[config.mk]
export PLATFORM = sky130hd
export DESIGN_NAME = uart_cmd_rx_flat
export DESIGN_NICKNAME = d
export VERILOG_FILES = /design/src/rtl/uart_cmd_rx_if.sv /design/src/rtl/uart_cmd_rx.sv /design/src/flat_wrapper.sv
export SDC_FILE = /design/constraint.sdc
export NUM_CORES = 1
export LEC_CHECK = 0
export BUFFER_PORTS_ARGS = -buffer_cell sky130_fd_sc_hd__buf_4
export CAP_MARGIN = 20
export CORE_MARGIN = 2
export CORE_UTILIZATION = 60
export CTS_CLUSTER_DIAMETER = 200
export CTS_CLUSTER_SIZE = 25
export DETAILED_ROUTE_END_ITERATION = 10
export HOLD_SLACK_MARGIN = 0.02
export PLACE_DENSITY = 0.82
export SYNTH_ARGS = -nofsm -noshare
export SYNTH_HDL_FRONTEND = slang
export SYNTH_SLANG_ARGS = --single-unit
[constraint.sdc]
create_clock -name clk_i -period 6.3 [get_ports clk_i]
set_clock_uncertainty 0.2 [all_clocks]
set_input_delay 1.26 -clock clk_i [delete_from_list [all_inputs] [get_ports clk_i]]
set_output_delay 1.26 -clock clk_i [all_outputs]
set_load 0.02 [all_outputs]
[src/rtl/uart_cmd_rx_if.sv]
// Serial command receiver bus.
//   rx_i   : serial line, idle high, asynchronous to the receiver clock
//   baud_i : bit period minus one, in clocks
//   psel_i : 1 = even parity bit follows the data bits
//   d_o    : last correctly received byte
//   rdy_o / perr_o / ferr_o / sta_o : one-cycle event pulses
//   cont_o : continuous-acquisition level
// master = line/config driver (host side), slave = receiver.
interface uart_cmd_rx_if #(
   parameter int Width = 15
);
   logic             rx_i;
   logic [Width-1:0] baud_i;
   logic             psel_i;
   logic [7:0]       d_o;
   logic             rdy_o;
   logic             perr_o;
   logic             ferr_o;
   logic             sta_o;
   logic             cont_o;

   modport master (
      output rx_i, baud_i, psel_i,
      input  d_o, rdy_o, perr_o, ferr_o, sta_o, cont_o
   );

   modport slave (
      input  rx_i, baud_i, psel_i,
      output d_o, rdy_o, perr_o, ferr_o, sta_o, cont_o
   );
endinterface

[src/rtl/uart_cmd_rx.sv]
// RS-232 receiver with single-byte command decoder.
// Frame: 1 start, 8 data LSB-first, optional even parity, 1 stop.
// Ports:
//   clk_i : system clock
//   rst_i : asynchronous active-high reset
//   bus   : uart_cmd_rx_if slave (rx line, baud/parity config, decoded outputs)
// A clean frame updates d_o and pulses rdy_o; 'S' also pulses sta_o, 'C'/'P'
// set/clear cont_o. Parity and framing errors pulse perr_o/ferr_o and drop the byte.
module uart_cmd_rx #(
   parameter int         Width   = 15,
   parameter logic [7:0] CMD_SGL = 8'h53,
   parameter logic [7:0] CMD_CON = 8'h43,
   parameter logic [7:0] CMD_STP = 8'h50
) (
   input logic          clk_i,
   input logic          rst_i,
   uart_cmd_rx_if.slave bus
);

   typedef enum logic [2:0] {IDLE, START, DATA, PARITY, STOP} state_t;

   state_t           state_q, state_d;
   logic             rx_meta_q, rxs_q;
   logic [Width-1:0] cnt_q, cnt_d;
   logic [2:0]       bitn_q, bitn_d;
   logic [7:0]       sr_q, sr_d;
   logic             perr_q, perr_d;    // parity result held from PARITY to STOP
   logic [7:0]       d_q, d_d;
   logic             rdy_q, rdy_d;
   logic             perr_o_q, perr_o_d;
   logic             ferr_q, ferr_d;
   logic             sta_q, sta_d;
   logic             cont_q, cont_d;

   logic             at_end;

   assign at_end = (cnt_q == bus.baud_i);

   always_comb begin
      state_d  = state_q;
      cnt_d    = cnt_q + Width'(1);
      bitn_d   = bitn_q;
      sr_d     = sr_q;
      perr_d   = perr_q;
      d_d      = d_q;
      cont_d   = cont_q;
      rdy_d    = 1'b0;
      perr_o_d = 1'b0;
      ferr_d   = 1'b0;
      sta_d    = 1'b0;
      unique case (state_q)
         IDLE: begin
            cnt_d = '0;
            if (!rxs_q) state_d = START;
         end
         START: begin
            // Centre of the start bit; a high line here was a glitch.
            if (cnt_q == (bus.baud_i >> 1)) begin
               cnt_d  = '0;
               bitn_d = '0;
               perr_d = 1'b0;
               state_d = rxs_q ? IDLE : DATA;
            end
         end
         DATA: begin
            if (at_end) begin
               cnt_d  = '0;
               sr_d   = {rxs_q, sr_q[7:1]};
               bitn_d = bitn_q + 3'd1;
               if (bitn_q == 3'd7) state_d = bus.psel_i ? PARITY : STOP;
            end
         end
         PARITY: begin
            if (at_end) begin
               cnt_d   = '0;
               perr_d  = (^sr_q) ^ rxs_q;
               state_d = STOP;
            end
         end
         STOP: begin
            if (at_end) begin
               cnt_d   = '0;
               state_d = IDLE;
               if (!rxs_q) begin
                  ferr_d = 1'b1;
               end else if (perr_q) begin
                  perr_o_d = 1'b1;
               end else begin
                  d_d   = sr_q;
                  rdy_d = 1'b1;
                  if (sr_q == CMD_SGL) sta_d  = 1'b1;
                  if (sr_q == CMD_CON) cont_d = 1'b1;
                  if (sr_q == CMD_STP) cont_d = 1'b0;
               end
            end
         end
         default: state_d = IDLE;
      endcase
   end

   always_ff @(posedge clk_i or posedge rst_i) begin
      if (rst_i) begin
         state_q   <= IDLE;
         rx_meta_q <= 1'b1;
         rxs_q     <= 1'b1;
         cnt_q     <= '0;
         bitn_q    <= '0;
         sr_q      <= '0;
         perr_q    <= 1'b0;
         d_q       <= '0;
         rdy_q     <= 1'b0;
         perr_o_q  <= 1'b0;
         ferr_q    <= 1'b0;
         sta_q     <= 1'b0;
         cont_q    <= 1'b0;
      end else begin
         state_q   <= state_d;
         rx_meta_q <= bus.rx_i;
         rxs_q     <= rx_meta_q;
         cnt_q     <= cnt_d;
         bitn_q    <= bitn_d;
         sr_q      <= sr_d;
         perr_q    <= perr_d;
         d_q       <= d_d;
         rdy_q     <= rdy_d;
         perr_o_q  <= perr_o_d;
         ferr_q    <= ferr_d;
         sta_q     <= sta_d;
         cont_q    <= cont_d;
      end
   end

   assign bus.d_o    = d_q;
   assign bus.rdy_o  = rdy_q;
   assign bus.perr_o = perr_o_q;
   assign bus.ferr_o = ferr_q;
   assign bus.sta_o  = sta_q;
   assign bus.cont_o = cont_q;

endmodule

[src/flat_wrapper.sv]
// flat-port wrapper written by rule: the top's interface ports become plain ports
module uart_cmd_rx_flat 
#(
   parameter int         Width   = 15,
   parameter logic [7:0] CMD_SGL = 8'h53,
   parameter logic [7:0] CMD_CON = 8'h43,
   parameter logic [7:0] CMD_STP = 8'h50
)
  (clk_i, rst_i, bus_rx_i, bus_baud_i, bus_psel_i, bus_d_o, bus_rdy_o, bus_perr_o, bus_ferr_o, bus_sta_o, bus_cont_o);
  uart_cmd_rx_if #(.Width(Width)) bus_i ();
  input logic clk_i;
  input logic rst_i;
  input wire logic [$bits(bus_i.rx_i)-1:0] bus_rx_i;
  input wire logic [$bits(bus_i.baud_i)-1:0] bus_baud_i;
  input wire logic [$bits(bus_i.psel_i)-1:0] bus_psel_i;
  output wire logic [$bits(bus_i.d_o)-1:0] bus_d_o;
  output wire logic [$bits(bus_i.rdy_o)-1:0] bus_rdy_o;
  output wire logic [$bits(bus_i.perr_o)-1:0] bus_perr_o;
  output wire logic [$bits(bus_i.ferr_o)-1:0] bus_ferr_o;
  output wire logic [$bits(bus_i.sta_o)-1:0] bus_sta_o;
  output wire logic [$bits(bus_i.cont_o)-1:0] bus_cont_o;
  assign bus_i.rx_i = bus_rx_i;
  assign bus_i.baud_i = bus_baud_i;
  assign bus_i.psel_i = bus_psel_i;
  assign bus_d_o = bus_i.d_o;
  assign bus_rdy_o = bus_i.rdy_o;
  assign bus_perr_o = bus_i.perr_o;
  assign bus_ferr_o = bus_i.ferr_o;
  assign bus_sta_o = bus_i.sta_o;
  assign bus_cont_o = bus_i.cont_o;
  uart_cmd_rx #(.Width(Width), .CMD_SGL(CMD_SGL), .CMD_CON(CMD_CON), .CMD_STP(CMD_STP)) u_core (.clk_i(clk_i), .rst_i(rst_i), .bus(bus_i));
endmodule
; Word level (Yosys, flattened, before mapping)
; Index checks and enable logic that the tools add are counted.
; W data, S select, Z words.
[op_classes]
add_sub_neg = 2
n_eq_ne = 16
n_mux = 36
n_bitwise = 2
n_reduce_logical = 12
[op_table]
columns = cell, count
row1 = $pmux W15 S3, 1
row2 = $mux W15, 2
row3 = $mux W3, 9
row4 = $eq A8 B7 Y1 const B, 3
row5 = $mux W1, 20
row6 = $add A15 B1 Y15 const B, 1
row7 = $eq A15 B14 Y1, 1
row8 = $eq A15 B15 Y1, 1
row9 = $pmux W3 S5, 1
row10 = $ne A2 B1 Y1 const B, 5
row11 = $reduce_xor A8 Y1, 1
row12 = $eq A3 B2 Y1 const B, 2
row13 = $eq A3 B3 Y1 const B, 2
row14 = $pmux W3 S2, 1
row15 = $reduce_and A3 Y1, 2
row16 = $reduce_and A6 Y1, 1
row17 = $reduce_bool A2 Y1, 3
row18 = $reduce_and A5 Y1, 1
row19 = $reduce_and A4 Y1, 1
row20 = $add A3 B1 Y3 const B, 1
row21 = $eq A3 B1 Y1 const B, 1
row22 = $logic_not A3 Y1, 1
row23 = $reduce_or A3 Y1, 1
row24 = $mux W2, 1
row25 = 5 further kinds, 5
[totals]
register_bits = 45
input_bits = 19
output_inout_bits = 13
wordCells = 81

; Logic depth before layout (Yosys ltp)
[depth]
ltp_word = 6
mapped_depth = 9
mapped_depth_nobuf = 8

; Least setup slack after synthesis
; Ideal clock, no wire load.
[synth_timing]
path_kind = input -> register
startpoint = input port bus_baud_i[10]
endpoint = register u_core.d_q[0], in the netlist u_core.bus.d_o[0]
setup_ps = 125
t_arrival_ps = 2628
t_required_ps = 5975
path_slack_ps = 3347
cell_stages = 6
n_path_buf = 1
cell_sequence = xor2_1 nor4_1 nand4_1 nor4_4 buf_6 mux2_2
[synth_between]
elab_chain_len = 2
[synth_rtl]
columns = item, line_no
row1 = start: declaration, flat_wrapper.sv:14  ; input wire logic [$bits(bus_i.baud_i)-1:0] bus_baud_i;
row2 = $eq A15 B15 Y1, uart_cmd_rx.sv:37  ; assign at_end = (cnt_q == bus.baud_i);
row3 = $reduce_and A4 Y1 (no source line), n/a
row4 = end signal: assignment, uart_cmd_rx.sv:110  ; d_q <= '0;
row5 = end signal: assignment, uart_cmd_rx.sv:124  ; d_q <= d_d;
row6 = end: declaration, uart_cmd_rx.sv:28  ; logic [7:0] d_q, d_d;
; No other way between the ends.
; A chain may end at the register's enable or synchronous reset.

; Final worst setup path
[layout_timing]
startpoint = input port bus_baud_i[10]
endpoint = register u_core.sr_q[7]
[layout_between]
elab_chain_len = 2
[layout_rtl]
columns = item, line_no
row1 = $eq A15 B15 Y1, uart_cmd_rx.sv:37
row2 = $reduce_and A2 Y1 (no source line), n/a
row3 = end signal: assignment, uart_cmd_rx.sv:122  ; sr_q <= sr_d;
row4 = end: declaration, uart_cmd_rx.sv:26  ; logic [7:0] sr_q, sr_d;
; No other way between the ends.

==> key figures <==
Clocking
  • H-tree level count: 2
  • Post_cts resized: 0
  • CTS Hold Bufs: 0
  • TritonCTS clock tree: built
  • Latest clock arrival within the worst-skew pair: 300 ps
  • Worst-case clock buffer depth: 2
  • Clock transition at path regs: roughly 80 ps
  • CTS buffer count: 5
  • Clock Sinks: 45
  • Root Buffer: clkbuf_8
  • # Post-CTS Setup Buffers: 0

Power and ir drop
  • Cell Int Power: 460 uW
  • Logic pwr share: roughly 13%
  • Static Leak: around 0.0014 uW
  • Clock network power share: 33.8%
  • Sequential power share: between 50% and 60%
  • Net Sw Frac: 25.5%
  • Power Density: 216 nW/um^2
  • VDD IR max: 0.156 mV
  • P_sw: 158 uW

Critical path
  • Worst EP required: 6280 ps
  • Worst EP arrival: 3520 ps
  • Worst Path Max Fanout: 11
  • CP max-delay cell: nor2_1
  • Crit start category: input pin
  • Worst Setup End Kind: flip-flop
  • CP Class: input pin to flip-flop
  • Critical path's largest stage delay: around 660 ps
  • CP cell instances: buf_4 > xor2_1 > nor4_1 > nand4_1 > nor2_1 > and2_1 > mux2_2

Routing
  • Drt wl/cell: 15.7 microns
  • Initial DRT Pass Iterations: 4
  • Via density: approximately 5.8
  • DR iter-0 viols: between 100 and 150
  • Via count: approximately 1800
  • DRC: 0
  • Routed Antenna Nets: 0
  • DRT Wirelength: about 4800 microns

Job
  • Max_cap viols: 0

Layout
  • Filler cell count: ~310
  • Non-Filler Instances: slightly above 300
  • Nets: approximately 290
  • Area grow syn2layout: 12.4%
  • Antenna Cells: 0
  • Final core occ: 71.1%
  • Share of cells above drive strength 1: ~24%

Placement
  • Dpl cells: approximately 300
  • Port bufs: 31
  • RePlAce Congestion: around 0.96
  • HPWL Detailed: 3400 microns
  • Place WS: 2520 ps

Logic synthesis
  • Yosys top cell by area: dfrtp_1
  • Top cells by area, synth: dfrtp_1 (42%), xor2_1 (10%), xnor2_1 (5.5%)
  • Synthesized area: 2550 sq um
  • Predominant post-synthesis flop cell: dfrtp_1
  • Sequential-to-total area share from yosys stat: roughly 44%
  • Net Count, Synth: ~260
  • Mapped Cells: 230
  • Syn Area/Cell: approximately 11 sq um
  • Cell variety after synth: 39
  • Number of synthesized flops with an enable pin: 0
  • Synth async-reset ratio: between 90% and 100%
  • Post-synth top area share: between 40 and 50%
  • Ys Warns: 0
  • Synth Register Bits: 45

Floorplan
  • Die span in y: just under 70 microns
  • Core footprint: about 4000 sq um
  • Row count: 23
  • I/O pin total: 32
  • Die Span X: about 69 microns
  • Die Area: around 4800 sq um
  • Initial Util: a little over three fifths

Timing
  • Minimum clock period: about 3500 ps
  • Max Fclk: between 200 and 300 MHz
  • RSZ-0062 raised after global routing: false
  • PnR worst setup slack: ~2800 ps
  • Relative slew margins: approximately 30%
  • Worst-Margin Slew: a little over 1000 ps
  • Tightest hold margin: about 160 ps
  • Final setup fails: 0
  • Final count of pins violating max slew: 0
  • Setup TNS: 0 ps
  • Ratio of final minimum period to clock period: a little under three fifths
  • Final Hold Fails: 0

Global routing
  • Vias in the first global route: between 1500 and 2000
  • Total GRT Usage: a little over a fifth
  • Antenna violations before repair: 0
  • First-pass GRT wire length: between 8000 and 9000 microns
  • GRT overflow: 0
  • Largest net degree at the start of global routing: 46

Outcome
  • Status: finished, final reports clean

Worst hold path
  • Worst hold path type: flip-flop to flip-flop
-- path summary, 6_finish.rpt --
kind | slack [ps] | start | endpoint | cells past startpoint
setup / recovery | 2760 | bus_baud_i[10] | u_core.sr_q[7] | 7
hold / removal | 160 | u_core.rx_meta_q | u_core.rxs_q | 0
setup reg to reg | 3290 | u_core.cnt_q[0] | u_core.sr_q[7] | 6
hold reg to reg | 160 | u_core.rx_meta_q | u_core.rxs_q | 0
max in group asynchronous | 4630 | rst_i | u_core.rx_meta_q | 3
min in group asynchronous | 890 | rst_i | u_core.cnt_q[10] | 3
-- power by group through the flow --
stage	Clock, uW	Combinational [uW]	Sequential, uW
2_1_floorplan	0	69.7	322
3_3_place_gp	0	76.8	334
3_5_place_dp	0	76.7	335
4_1_cts	213	78.9	329
5_1_grt	224	87.0	333
6_report	209	78.7	330
-- layout make-up --
class	instances	area, sq um	area share (%)
clock buffer	5	68.8	2.40
clock inverter	2	35.0	1.22
inverter	10	37.5	1.31
multi-input combinational	162	1290	45.1
sequential	45	1130	39.4
tap	50	62.6	2.19
timing repair buffer	32	240	8.39
-- worst max-delay path: cells and delay by family --
family	cells	cell delay [ps]
and+or+nand+nor	4	1630
xor gates and xnor gates	1	150
buffers and inverters	1	120
muxes	1	370
-- registers in the layout (all words and copies together) (netlist names) --
name / cells
u_core.state_q: 3
u_core.bus.d_o: 8
u_core.bus.rdy_o: 1
u_core.rxs_q: 1
u_core.bus.sta_o: 1
u_core.bitn_q: 3
u_core.cnt_q: 15
u_core.perr_q: 1
u_core.bus.cont_o: 1
u_core.bus.perr_o: 1
u_core.sr_q: 8
u_core.rx_meta_q: 1
u_core.bus.ferr_o: 1
-- layer usage --
metal,up-vias,global-route usage (%),share of wire (%)
met3,6,4.39,4.3
met4,0,6.10,1.3
met5,-,0,0
met2,38,35.1,48
met1,871,30.4,46
li1,846,-,-
-- layout by cell type, fill, tap and decap left out, types with 2 or more instances in the layout --
cell / synthesis / final
xnor2_1: 16 / 16
and2_1: 4 / 4
nor2_1: 12 / 12
buf_4: 1 / 32
dfrtp_1: 43 / 43
xor2_1: 30 / 30
nand4_1: 6 / 6
a31oi_1: 4 / 4
a21o_1: 2 / 2
nand2_1: 7 / 7
a21oi_1: 16 / 16
inv_1: 10 / 9
dfstp_2: 2 / 2
mux2_2: 10 / 10
nand3_1: 8 / 8
clkbuf_8: 0 / 5
nor4_1: 4 / 4
a22o_1: 2 / 2
mux2_4: 3 / 3
ha_1: 10 / 10
and4_1: 2 / 2
and3_1: 5 / 5
mux2i_1: 7 / 7
-- through the flow --
stage	cell area (sq um)	total power (uW)
2_1_floorplan	2550	392
3_3_place_gp	2760	411
3_5_place_dp	2760	412
4_1_cts	2860	621
5_1_grt	2860	644
6_report	2860	618
-- cells in the mapped netlist (all sizes together), types with 2 or more instances --
cell / number
xnor2: 16
nand3: 8
dfstp: 2
nor3: 2
o21ai: 2
and4: 2
mux2: 13
mux2i: 7
ha: 10
xor2: 30
nor2: 12
a21oi: 16
inv: 10
clkbuf: 2
nand2: 8
and3: 5
dfrtp: 43
a22o: 2
a21o: 2
nor4: 5
and2: 4
a31oi: 4
nand4: 6
buf: 11
-- logic make-up after synthesis --
| group | count (synthesis) | synth area share (%) |
|---|---|---|
| compound gates | 31 | 7.96 |
| xor+xnor | 46 | 15.8 |
| fa+ha+maj | 10 | 4.91 |
| buf+inv | 23 | 5.01 |
| flops | 45 | 44.3 |
| mux | 20 | 8.94 |
| simple gates | 55 | 13.0 |
Power figures use the tool's default switching activity.
